[src/rtl/display7_scan.sv]
// display7_scan: multiplexed common-anode 7-segment driver.
//   Scans DIGITS digits from a load-strobed shadow copy of a packed nibble bus, with a
//   scan prescaler, hex/decimal decode, optional leading-zero blanking, per-digit decimal
//   points and a global enable. All outputs are registered (one cycle behind idx/shadow/iEn).
// Ports:
//   iClk    - system clock
//   iRst_n  - asynchronous active-low reset
//   iData   - packed nibbles, digit i = iData[4i+3:4i], digit 0 rightmost
//   iDp     - decimal-point request per digit, 1 = lit
//   iLoad   - captures iData/iDp into the shadow registers
//   iEn     - 1 = display on, 0 = all anodes off
//   oSeg    - segments a..g on bits 0..6, active-low
//   oDp     - decimal point, active-low
//   oAn     - anodes, active-low, one-hot-low when enabled
module display7_scan #(
   parameter int unsigned DIGITS   = 8,
   parameter int unsigned SCAN_DIV = 100000,
   parameter int unsigned HEX_MODE = 1,
   parameter int unsigned LZ_BLANK = 0
) (
   input  logic                  iClk,
   input  logic                  iRst_n,
   input  logic [4*DIGITS-1:0]   iData,
   input  logic [DIGITS-1:0]     iDp,
   input  logic                  iLoad,
   input  logic                  iEn,
   output logic [6:0]            oSeg,
   output logic                  oDp,
   output logic [DIGITS-1:0]     oAn
);

   localparam int unsigned CntW = $clog2(SCAN_DIV);
   localparam int unsigned IdxW = (DIGITS > 1) ? $clog2(DIGITS) : 1;

   logic [CntW-1:0]     cnt_q, cnt_d;
   logic [IdxW-1:0]     idx_q, idx_d;
   logic [4*DIGITS-1:0] shadow_q, shadow_d;
   logic [DIGITS-1:0]   dp_q, dp_d;
   logic [6:0]          seg_q, seg_d;
   logic                dpo_q, dpo_d;
   logic [DIGITS-1:0]   an_q, an_d;

   logic [DIGITS-1:0]   blank;
   logic                zero_run;
   logic [3:0]          nib_sel;
   logic                dp_sel;
   logic                blank_sel;

   function automatic logic [6:0] decode(input logic [3:0] nib);
      logic [6:0] s;
      unique case (nib)
         4'h0: s = 7'b1000000;
         4'h1: s = 7'b1111001;
         4'h2: s = 7'b0100100;
         4'h3: s = 7'b0110000;
         4'h4: s = 7'b0011001;
         4'h5: s = 7'b0010010;
         4'h6: s = 7'b0000010;
         4'h7: s = 7'b1111000;
         4'h8: s = 7'b0000000;
         4'h9: s = 7'b0010000;
         4'hA: s = 7'b0001000;
         4'hB: s = 7'b0000011;
         4'hC: s = 7'b1000110;
         4'hD: s = 7'b0100001;
         4'hE: s = 7'b0000110;
         default: s = 7'b0001110;
      endcase
      if (HEX_MODE == 0 && nib > 4'h9) s = 7'b1111111;
      return s;
   endfunction

   // Walk from the most significant digit down; a digit is blanked while every nibble from
   // the top down to it is zero. Digit 0 is never blanked.
   always_comb begin
      zero_run = 1'b1;
      blank    = '0;
      for (int i = DIGITS - 1; i >= 0; i--) begin
         zero_run = zero_run & (shadow_q[4*i +: 4] == 4'h0);
         blank[i] = (LZ_BLANK != 0) && (i != 0) && zero_run;
      end
   end

   always_comb begin
      nib_sel   = 4'h0;
      dp_sel    = 1'b0;
      blank_sel = 1'b0;
      for (int i = 0; i < DIGITS; i++) begin
         if (idx_q == IdxW'(i)) begin
            nib_sel   = shadow_q[4*i +: 4];
            dp_sel    = dp_q[i];
            blank_sel = blank[i];
         end
      end
   end

   always_comb begin
      shadow_d = iLoad ? iData : shadow_q;
      dp_d     = iLoad ? iDp : dp_q;

      cnt_d = cnt_q + CntW'(1);
      idx_d = idx_q;
      if (cnt_q == CntW'(SCAN_DIV - 1)) begin
         cnt_d = '0;
         idx_d = (idx_q == IdxW'(DIGITS - 1)) ? '0 : idx_q + IdxW'(1);
      end

      for (int i = 0; i < DIGITS; i++) begin
         an_d[i] = !(iEn && (idx_q == IdxW'(i)));
      end

      if (!iEn || blank_sel) begin
         seg_d = 7'b1111111;
         dpo_d = 1'b1;
      end else begin
         seg_d = decode(nib_sel);
         dpo_d = ~dp_sel;
      end
   end

   always_ff @(posedge iClk or negedge iRst_n) begin
      if (!iRst_n) begin
         cnt_q    <= '0;
         idx_q    <= '0;
         shadow_q <= '0;
         dp_q     <= '0;
         seg_q    <= 7'b1111111;
         dpo_q    <= 1'b1;
         an_q     <= '1;
      end else begin
         cnt_q    <= cnt_d;
         idx_q    <= idx_d;
         shadow_q <= shadow_d;
         dp_q     <= dp_d;
         seg_q    <= seg_d;
         dpo_q    <= dpo_d;
         an_q     <= an_d;
      end
   end

   assign oSeg = seg_q;
   assign oDp  = dpo_q;
   assign oAn  = an_q;

endmodule

[config.mk]
export PLATFORM = sky130hd
export DESIGN_NAME = display7_scan
export DESIGN_NICKNAME = d
export VERILOG_FILES = /design/src/rtl/display7_scan.sv
export SDC_FILE = /design/constraint.sdc
export NUM_CORES = 1
export LEC_CHECK = 0
export ABC_AREA = 1
export ABC_CLOCK_PERIOD_IN_PS = 4600
export CAP_MARGIN = 40
export CORE_MARGIN = 2
export CORE_UTILIZATION = 58
export CTS_CLUSTER_DIAMETER = 200
export DETAILED_ROUTE_END_ITERATION = 16
export GPL_TIMING_DRIVEN = 0
export PLACE_DENSITY = 0.85
export SYNTH_ARGS = -nofsm -noshare
export SYNTH_HDL_FRONTEND = slang
export SYNTH_SLANG_ARGS = --single-unit
export TNS_END_PERCENT = 5
[constraint.sdc]
create_clock -name iClk -period 4.6 [get_ports iClk]
set_input_delay 0.46 -clock iClk [delete_from_list [all_inputs] [get_ports iClk]]
set_output_delay 0.46 -clock iClk [all_outputs]
set_load 0.02 [all_outputs]
* Word level (Yosys, flattened, before mapping)
Memory sizes are Yosys's and may differ from the RTL's. Index checks and enable logic that the tools add are counted.
Cells by class: magnitude comparators 0, bitwise logic cells 1, add/subtract/negate cells 2, shift-type cells 0, equal/unequal tests 8, div/mod/pow operators 0, reduce and logical (&&, ||, !) cells 17, multiplexer cells 20, $mul 0
Operators with widths (count):
- $mux W4 | 8
- $add A17 B1 Y17 const B | 1
- $eq A17 B17 Y1 const B | 1
- $mux W17 | 1
- $eq A3 B3 Y1 const B | 4
- $mux W1 | 9
- $logic_and A1 B1 Y1 | 8
- $logic_not A1 Y1 | 8
- $mux W7 | 1
- $eq A3 B2 Y1 const B | 2
- $add A3 B1 Y3 const B | 1
- $eq A3 B1 Y1 const B | 1
- $logic_not A3 Y1 | 1
- $mux W3 | 1
- $not A1 Y1 | 1
Storage, ports and cells: memories kept 1, RAM bits 0, word-level logic and storage cells 56, bits in latches 0, register bits 76, bits in read-only memories 112
Memory list:
- (no name shown) | depth 16, bits a word 7, read ports 1, clocked after memory_dff 0, wr ports 0, line 51 | unique case (nib)

* Logic depth before layout (Yosys ltp)
Gate-level depths: netlist of the first run.
depth after elaboration 11, mapped depth 19

* Worst setup path before layout of the first run
No wires, ideal clock.
path type register -> register, start point register idx_q[0], end point register seg_q[3], in the netlist oSeg[3], slack 2.469 ns, cell stages (with the launch flop) 16, buffers on the path 0, library setup time 0.094 ns, data arrival time 2.037 ns, cell sequence dfrtp_1 ha_1 ha_1 inv_1 o21ai_0 inv_1 nand2_1 nand2_1 nand2_1 a21boi_2 inv_1 ha_1 nand3_1 nand2_1 nand2_1 nand3_1
Between the ends: word-level cells in the longest chain between the ends 11, elaborated cells on any way between the ends 18, classes of those cells eq/ne (7); mux (9); reduce/logical (1); memory (1)
RTL lines:
- start, declared | line 36 | logic [IdxW-1:0] idx_q, idx_d;
- start signal, assigned | line 132 | idx_q <= idx_d;
- $logic_not A3 Y1 | line 89 | if (idx_q == IdxW'(i)) begin
- $mux W4 (7 in series) | line 89
- $mux W4 (*) | line 89
- $mem_v2 Z16 W7 (*)
- $mux W7 (*) | line 112 | if (!iEn || blank_sel) begin
- net seg_d[3] | line 39 | logic [6:0] seg_q, seg_d;
- end signal, assigned | line 135 | seg_q <= seg_d;
- end, declared | line 39
Mark *: on every way through the listed nets, which the timed path passes. The rest lies on a longest branch. A chain may end at the register's enable or synchronous reset.

* Final worst setup path of the first run
start point register idx_q[0], end point register seg_q[5], in the netlist oSeg[5]
Same word-level chain as after synthesis.

==> flow_results.org, run 1 <==
** Pwr
- Dividing total power by cell area gives a power density of 323.3 nW/um^2.
- The worst-case IR drop observed on VDD is 244.1 uV.
- The analysis attributes to cell leakage a power of 0.002277 uW.
- After layout, the design draws a total of 1543 uW.

** STA
- Final Max Tran Viols :: 0
- Worst relative slew slack :: 0.6066
- Setup repair after global routing left no endpoint under its margin.
- Achievable Freq :: between 0.3 and 0.4 GHz
- Setup tns final :: 0 ps
- Setup violations remaining at the end of the flow were counted as 0.
- Final Cycle Share :: 0.5566
- The final hold violation count is 0.
- Transition time at the pin with the least slew margin :: ~590 ps
- The smallest clock period supported by the final layout is computed as 2560 ps.
- The worst path meets setup with 2040 ps of slack.
- Worst clock skew :: 12.57 ps

** Setup path
- The worst register-to-register path has a depth of 15.
- Critical setup path kind :: flip-flop to flip-flop
- Worst-case register-to-register setup slack :: 2040 ps
- STA puts the critical path data required time at ~4900 ps.
- Arrival time reported for the critical path endpoint :: 2820 ps
- STA classifies the critical path endpoint as a flip-flop.
- Maximum fanout along the worst path :: 8
- The endpoint identified for the worst register-to-register timing path is oSeg[5].
- Nature of the critical path startpoint :: flip-flop
- Beginning of the worst register-to-register path :: idx_q[0]

** Die
- The region available for standard cell placement spans 6350 um^2.
- The initialized floorplan defines 29 standard-cell rows.
- The die is 85.25 um tall.
- 60 I/O pins were placed.
- Horizontal extent of the die :: 85.25 um
- Die outline area :: 7267 um^2
- The initial utilization of the core area, before any placement, comes to 0.6030.

** Yosys
- Number of flops mapped to enable cells by yosys :: 0
- Of all flip-flops after synthesis, the portion carrying an async set or reset was 1.000.
- Synth area leaders :: sky130_fd_sc_hd__dfrtp_1 (39%), sky130_fd_sc_hd__dfstp_2 (11%), sky130_fd_sc_hd__nand2_1 (10%)
- The largest total area in the synthesized netlist belongs to sky130_fd_sc_hd__dfrtp_1.
- Post-Syn Nets :: 502
- Gate count of the mapped netlist :: 445
- Mean post-synth cell area :: 8.604 um^2
- After synthesis the netlist holds a flip-flop and latch count of 76.
- The share of synthesized area in the top cell type comes to 0.3922.
- The share of the Yosys chip area taken by registers is 0.5020.
- The netlist uses 31 different library cells.
- Main synth FF type :: sky130_fd_sc_hd__dfrtp_1
- Count of synthesis-stage warnings from yosys :: 0
- Combined area of all synthesized cells :: 3829 um^2

** GRT
- Antenna violations before repair :: 0
- The first global-routing pass estimated 14730 um of wire.
- Vias in the first global route :: 3237
- For this run, the total global-route usage over all layers was measured as 0.2588.
- Total gr overflow :: 0
- Entering global routing, the biggest net connects 65 pins.

** Clock tree
- TritonCTS clock tree :: built
- Buffer cell driving the clock tree root :: sky130_fd_sc_hd__clkbuf_8
- Clock latency on the worst-skew pair, taken at its later pin, is about 360 ps.
- The clock passes through at most 2 buffers.
- Maximum level of the CTS H-tree :: 3
- Clock sinks :: 76
- Gates resized during post-CTS repair numbered 0.
- Clock-pin slew was measured on the worst setup and hold paths at 80 ps.
- Num CTS Buffers :: 9
- Number of buffers added for setup after CTS :: 0

** Drt
- Routed length per instance :: 14.66 um
- The final layout contains routed wiring with a total length of 8750 um.
- Detailed-route vias per instance :: ~5.4
- The first detailed-routing pass took 5 iterations.
- Summing over every cut layer, the via total after detailed routing is between 3000 and 4000.
- Drt drc :: 0
- Remaining antenna violation count after routing :: 0
- Violation count after the first detailed-route iteration :: 159

** Flow run
- Across the run, the number of max-cap violations was 0.

** Layout
- Nets@finish :: 572
- With fillers left out, the area of the finished cells amounts to 4772 um^2.
- In the final layout, the share of cells above drive strength 1 is 0.1404.
- From synthesis to final layout, the design area changed by 24.64%.
- Fill cell total of the finished layout :: approximately 460
- The number of antenna diodes in the final layout is 0.

** Outcome
- Run status :: completed

** Placed design
- Port buffering added 57 buffers.
- Timing analysis after detailed placement gives a worst setup slack of 2047 ps.
- The congestion estimate from routability-driven global placement came to 0.8857.
- The placed instances occupy a cell area of approximately 4500 um^2.
- Detailed-placement wirelength estimate :: 6186 um

** Min path
- HP Class :: input pin to flip-flop
- End point of the worst hold path :: oSeg[6]
- The worst hold path passes through 2 cells.
- The worst hold path begins at iEn.
-- synth_stat cells, types with 7 or more instances --
master / count
sky130_fd_sc_hd__a21oi_1: 16
sky130_fd_sc_hd__clkbuf_1: 9
sky130_fd_sc_hd__dfrtp_1: 60
sky130_fd_sc_hd__dfstp_2: 16
sky130_fd_sc_hd__ha_1: 13
sky130_fd_sc_hd__inv_1: 74
sky130_fd_sc_hd__mux2_2: 16
sky130_fd_sc_hd__nand2_1: 104
sky130_fd_sc_hd__nand3_1: 29
sky130_fd_sc_hd__nand4_1: 7
sky130_fd_sc_hd__nor2_1: 15
sky130_fd_sc_hd__nor3_1: 9
sky130_fd_sc_hd__o21ai_0: 43
-- worst max-delay path, cell delays in order (launching register included) --
cell	delay [ps]
sky130_fd_sc_hd__dfrtp_1	440
sky130_fd_sc_hd__ha_1	250
sky130_fd_sc_hd__ha_1	240
sky130_fd_sc_hd__inv_1	230
sky130_fd_sc_hd__o21ai_0	110
sky130_fd_sc_hd__inv_1	60
sky130_fd_sc_hd__nand2_1	50
sky130_fd_sc_hd__nand2_1	60
sky130_fd_sc_hd__nand2_1	70
sky130_fd_sc_hd__a21boi_2	270
sky130_fd_sc_hd__inv_1	140
sky130_fd_sc_hd__ha_1	230
sky130_fd_sc_hd__nand3_1	140
sky130_fd_sc_hd__nand2_1	70
sky130_fd_sc_hd__nand2_1	50
sky130_fd_sc_hd__nand3_1	60
-- layer usage --
layer | vias up | track usage | wire (um)
met2 | 124 | 0.4283 | 4370
met5 | - | 0 | 0
met3 | 14 | 0.05253 | 539
met1 | 1540 | 0.3310 | 3682
met4 | 0 | 0.1126 | 157
li1 | 1567 | - | -
-- layout by cell type (no fill, tap or decap), types with 15 or more instances in the layout --
master / count
sky130_fd_sc_hd__clkdlybuf4s50_1: 56
sky130_fd_sc_hd__mux2_2: 16
sky130_fd_sc_hd__nand2_1: 104
sky130_fd_sc_hd__a21oi_1: 16
sky130_fd_sc_hd__inv_1: 74
sky130_fd_sc_hd__dfstp_2: 16
sky130_fd_sc_hd__nor2_1: 15
sky130_fd_sc_hd__o21ai_0: 43
sky130_fd_sc_hd__nand3_1: 29
sky130_fd_sc_hd__dfrtp_1: 60
-- final cells by class --
type | instances | area [um^2] | area share
Multi-Input combinational cell | 279 | 1555 | 0.3259
Timing Repair Buffer | 59 | 605.6 | 0.1269
Clock buffer | 11 | 141.4 | 0.02963
Inverter | 79 | 301.5 | 0.06319
Sequential cell | 76 | 1922 | 0.4027
Tap cell | 77 | 96.34 | 0.02019
Buffer | 11 | 50.05 | 0.01049
Clock inverter | 5 | 100.1 | 0.02098
-- power breakdown --
part / total, uW / internal [uW] / switching [uW] / leakage (uW)
Combinational: 195 / 89.3 / 106 / 0.00124
Sequential: 729 / 714 / 15.1 / 0.000912
Clock: 618 / 374 / 245 / 0.000123
Total: 1540 / 1180 / 366 / 0.00228
-- worst max path at each step --
stage             start           end  slack (ps)  depth (start not counted)
2_1_floorplan  idx_q[0]       oSeg[3]        2470                         15
5_1_grt        idx_q[0]       oSeg[3]        1780                         15
6_report       idx_q[0]       oSeg[5]        2040                         15
3_5_place_dp   idx_q[0]       oSeg[5]        2050                         15
3_3_place_gp     iRst_n  shadow_q[25]         550                          1
4_1_cts        idx_q[0]       oSeg[6]        2030                         15
-- flip-flops by register name, indices dropped and copies added (netlist names) --
register  flops
cnt_q        17
dp_q          8
idx_q         3
oAn           8
oDp           1
oSeg          7
shadow_q     32
-- kinds of logic (layout without fill, tap and decap cells) --
group	Yosys count	count (layout)	share of synthesized area
adder cells (fa/ha/maj)	13	13	0.04248
AO/OA/AOI/OAI	68	68	0.09477
flip-flops	76	76	0.5020
buffers and inverters	90	165	0.09183
multiplexers	16	16	0.04706
AND/OR/NAND/NOR	182	182	0.2219
-- what timing repair did --
item	CTS	global route
hold buffers	1	0
endpoints found under the hold margin	12	0
setup endpoints to repair	0	0
-- per-stage QoR --
step / cells / hold WS (ps) / util
2_1_floorplan: 445 / 164.4 / -
3_3_place_gp: 579 / 449.3 / 0.7080
3_5_place_dp: 580 / 322.3 / 0.7119
4_1_cts: 597 / 442.9 / 0.7515
5_1_grt: 597 / 470.3 / 0.7515
6_report: 597 / 455.0 / 0.7515
Note: power is estimated with default switching activity, not from simulation.
==> run 2, diff against run 1 <==
ABC_CLOCK_PERIOD_IN_PS = 2200   (was 4600)
CORE_UTILIZATION = 49   (was 58)
PLACE_DENSITY = 0.77   (was 0.85)
clock period = 2.2 ns   (was 4.6 ns; I/O delays follow)
==> flow_results.org, run 2 (same netlist as run 1, synthesis figures left out) <==
** Outcome
- The run finished, with violations left.
- The checks that failed: negative setup slack.

** Setup path
- Maximum fanout along the worst path :: 4 (-4)
- The biggest cell delay along the critical path was 460 ps (+20 ps).
- Kind of capture point of the worst setup path :: flip-flop
- Critical setup path kind :: flip-flop to flip-flop
- Worst-case register-to-register setup slack :: -70 ps (-2110 ps)
- Critical path's most frequent cell :: sky130_fd_sc_hd__nand2_1
- Endpoint of the most critical register-to-register path :: oSeg[3]
- The data required time at the worst endpoint is 2460 ps (-2400 ps).
- Nature of the critical path startpoint :: flip-flop
- Cells along the critical path :: buf_6, ha_4, buf_4, nor2_1, nand2_1, nand3_1, nand2_1, nand2_1, nand2_1, nand2_2, a21boi_4, buf_6, ha_4, nand3_2, nand3_2, nand3_2
- In this run the critical register-to-register path is launched from idx_q[0].
- Arrival time reported for the critical path endpoint :: 2530 ps (-290 ps)
- Logic depth of the worst register-to-register path :: 16 (+1)
- Critical path startpoint :: idx_q[0]
- Cell with the largest stage delay on the worst path :: sky130_fd_sc_hd__dfrtp_2

** Clock tree
- Num CTS Buffers :: 9 (unchanged)
- In this run the clock root is driven by a sky130_fd_sc_hd__clkbuf_8.
- TritonCTS clock tree :: built
- The largest buffer count on any clock path came to 2 (unchanged).
- The clock insertion delay at the later pin of the skew report came to 350 ps (about the same).
- Reg clk slew, reported paths :: 80 ps (about the same)
- Maximum level of the CTS H-tree :: 3 (unchanged)
- Clock sinks :: 76 (unchanged)

** Layout
- Register with the most flip-flops :: shadow_q
- Fill cell total of the finished layout :: 603 (+31%)
- ANT cells :: 0 (unchanged)
- The library cell used most frequently in the layout, excluding fill and tap cells, is sky130_fd_sc_hd__nand2_1.
- The area occupied by multi-input gates came to 1719 um^2 (+11%).
- Area of all sequential standard cells :: 1924 um^2 (+0.13%)
- The area growth from synthesis to layout is 31.80%.
- The final cell utilization of the core came to 0.6598 (-0.09168).
- Layout cells sized above 1 :: 0.2109 (+0.07054)
- The final net count is 583 (+1.9%).
- Number of flip-flops in the largest register :: 32 (unchanged)
- Top Registers :: shadow_q: 32 flops, cnt_q: 17 flops
- Top library cells by usage in the layout, fill and taps aside :: sky130_fd_sc_hd__nand2_1 (101), sky130_fd_sc_hd__inv_1 (68), sky130_fd_sc_hd__dfrtp_1 (58)
- The final cell count without fillers is 633 (+6.0%).

** Flow run
- The number of max-cap violations is 0 (unchanged).

** Drt
- The initial detailed-routing violation count was 189 (+19%).
- Final Routed Wirelength :: 8932 um (+2.1%)
- The average wire per cell in the routed design was 14.11 um (-3.7%).
- The routed via count came to 3277 (+0.99%).
- Drt drc :: 0 (unchanged)
- The ratio of routed vias to standard cells is 5.177 (-4.8%).
- Number of detailed-routing iterations run before antenna repair :: 5 (unchanged)
- The remaining antenna violation count after routing was 0 (unchanged).

** Pwr
- Clock power share :: 0.372 (-0.029)
- The net switching power came to 773.8 uW (+110%).
- Power density over the cells :: 623.7 nW/um^2 (+93%)
- The post-layout total power was 3147 uW (+100%).
- Pleak :: 0.002330 uW (+2.4%)
- The highest ir drop seen on vdd is 405.0 uV (+66%).
- Internal Pwr Total :: 2373 uW (+100%)
- Net Sw Frac :: 0.2459 (+0.008855)
- Share of total power in combinational logic :: 0.144 (+0.017)
- The sequential cell fraction of total power was 0.484 (+0.011).

** GRT
- The via count of the first global-routing pass came to 3216 (-0.65%).
- The first-pass GRT wire length came to 14810 um (+0.52%).
- Total gr overflow :: 0 (unchanged)
- The overall routing resource usage was 0.2214 (-0.03739).
- The number of antenna violations at the first check in global routing was 0 (unchanged).
- Pin count of the biggest net entering global routing :: 45 (-31%)

** STA
- The final hold violation count is 0 (unchanged).
- The maximum achievable frequency came to 0.4403 GHz (+13%).
- The worst-case clock skew is 10.81 ps (-1.764 ps).
- The final count of pins violating max slew came to 0 (unchanged).
- Setup repair after global routing could not meet its margin everywhere.
- Final Cycle Share :: 1.032 (+0.4758)
- Transition time at the pin with the least slew margin :: 658.4 ps (+68.35 ps)
- Final critical-path required period :: 2271 ps (-289.0 ps)
- Worst relative slew slack :: 0.5610 (-0.04557)
- Final setup violation count :: 6 (+6)
- The post-route worst setup slack is -71.20 ps (-2111 ps).

** Placed design
- The routability congestion estimate is 0.9035 (+2.0%).
- Detailed-placement wirelength estimate :: 6107 um (-1.3%)
- Cell count after placement :: 605 (+4.3%)
- Count of buffers from port buffering :: 57 (unchanged)

** Min path
- The instance count along the most critical hold path was 2 (unchanged).
- The path with the worst hold slack has its endpoint at oSeg[6].
- Worst hold start :: iEn
- The tightest min-delay check is of the input pin to flip-flop type.

** Die
- The initial cell density of the core was 0.5007 (-0.1023).
- The top-level port count came to 60 (unchanged).
- The height of the chip is 92.40 um (+8.4%).
- Area of the placeable core :: 7647 um^2 (+20%)
- The overall die area came to 8537 um^2 (+17%).
- The floorplan die width is 92.40 um (+8.4%).
- The number of cell rows came to 32 (+10%).
==> run 2: through the flow <==
stage               setup slack, ps  hold WS [ps]  TNS [ps]  cell area (um^2)
detailed placement           -325.5         192.4     -1747              4544
finish                       -71.20         217.4    -183.6              5046
global placement              -1619         449.1   -110660              4527
global route                 -203.2         234.0     -1046              5046
floorplan                     69.24        -75.59         0              3829
CTS                           1.061         194.2         0              4870
==> run 2: timing repair <==
action / CTS / global route
hold endpoints to repair: 31 / 0
buffers inserted: 5 / 7
setup endpoints to repair: 7 / 7
hold buffers: 1 / 0
pin swaps: 1 / 17
resized for setup: 21 / 24
cloned: 0 / 0
==> run 2: worst max path at each step <==
stage              endpoint  slack, ps  depth (start not counted)
3_5_place_dp        oSeg[5]       -330                         15
4_1_cts             oSeg[3]          1                         17
6_report            oSeg[3]        -70                         16
2_1_floorplan       oSeg[3]         70                         15
5_1_grt             oSeg[3]       -200                         17
3_3_place_gp   shadow_q[25]      -1620                          1
==> run 2: power groups by stage <==
stage / clock (uW) / sequential, uW / combinational [uW]
2_1_floorplan: 0 / 1570 / 186
3_3_place_gp: 0 / 1550 / 382
3_5_place_dp: 0 / 1550 / 399
4_1_cts: 1190 / 1520 / 414
5_1_grt: 1250 / 1530 / 498
6_report: 1170 / 1520 / 453
==> run 2: layout make-up <==
cell class / instances / share of cell area
Multi-Input combinational cell: 279 / 0.3407
Clock buffer: 12 / 0.02876
Timing Repair Buffer: 71 / 0.1386
Inverter: 79 / 0.06174
Buffer: 10 / 0.009174
Tap cell: 102 / 0.02529
Clock inverter: 4 / 0.01438
Sequential cell: 76 / 0.3814
==> run 2: worst max-delay path: cells and delay by family, from the launching register on <==
family | cells | cell delay, ps
and+or+nand+nor | 10 | 780
AOI/OAI and AO/OA | 1 | 90
adders and majority gates | 2 | 430
DFF | 1 | 460
buffers and inverters | 3 | 410
==> run 2: routing by layer <==
layer | vias up | wire, um | track usage
li1 | 1587 | - | -
met1 | 1530 | 3751 | 0.2789
met2 | 136 | 4482 | 0.3808
met4 | 0 | 204 | 0.09080
met3 | 24 | 494 | 0.03499
met5 | - | 0 | 0
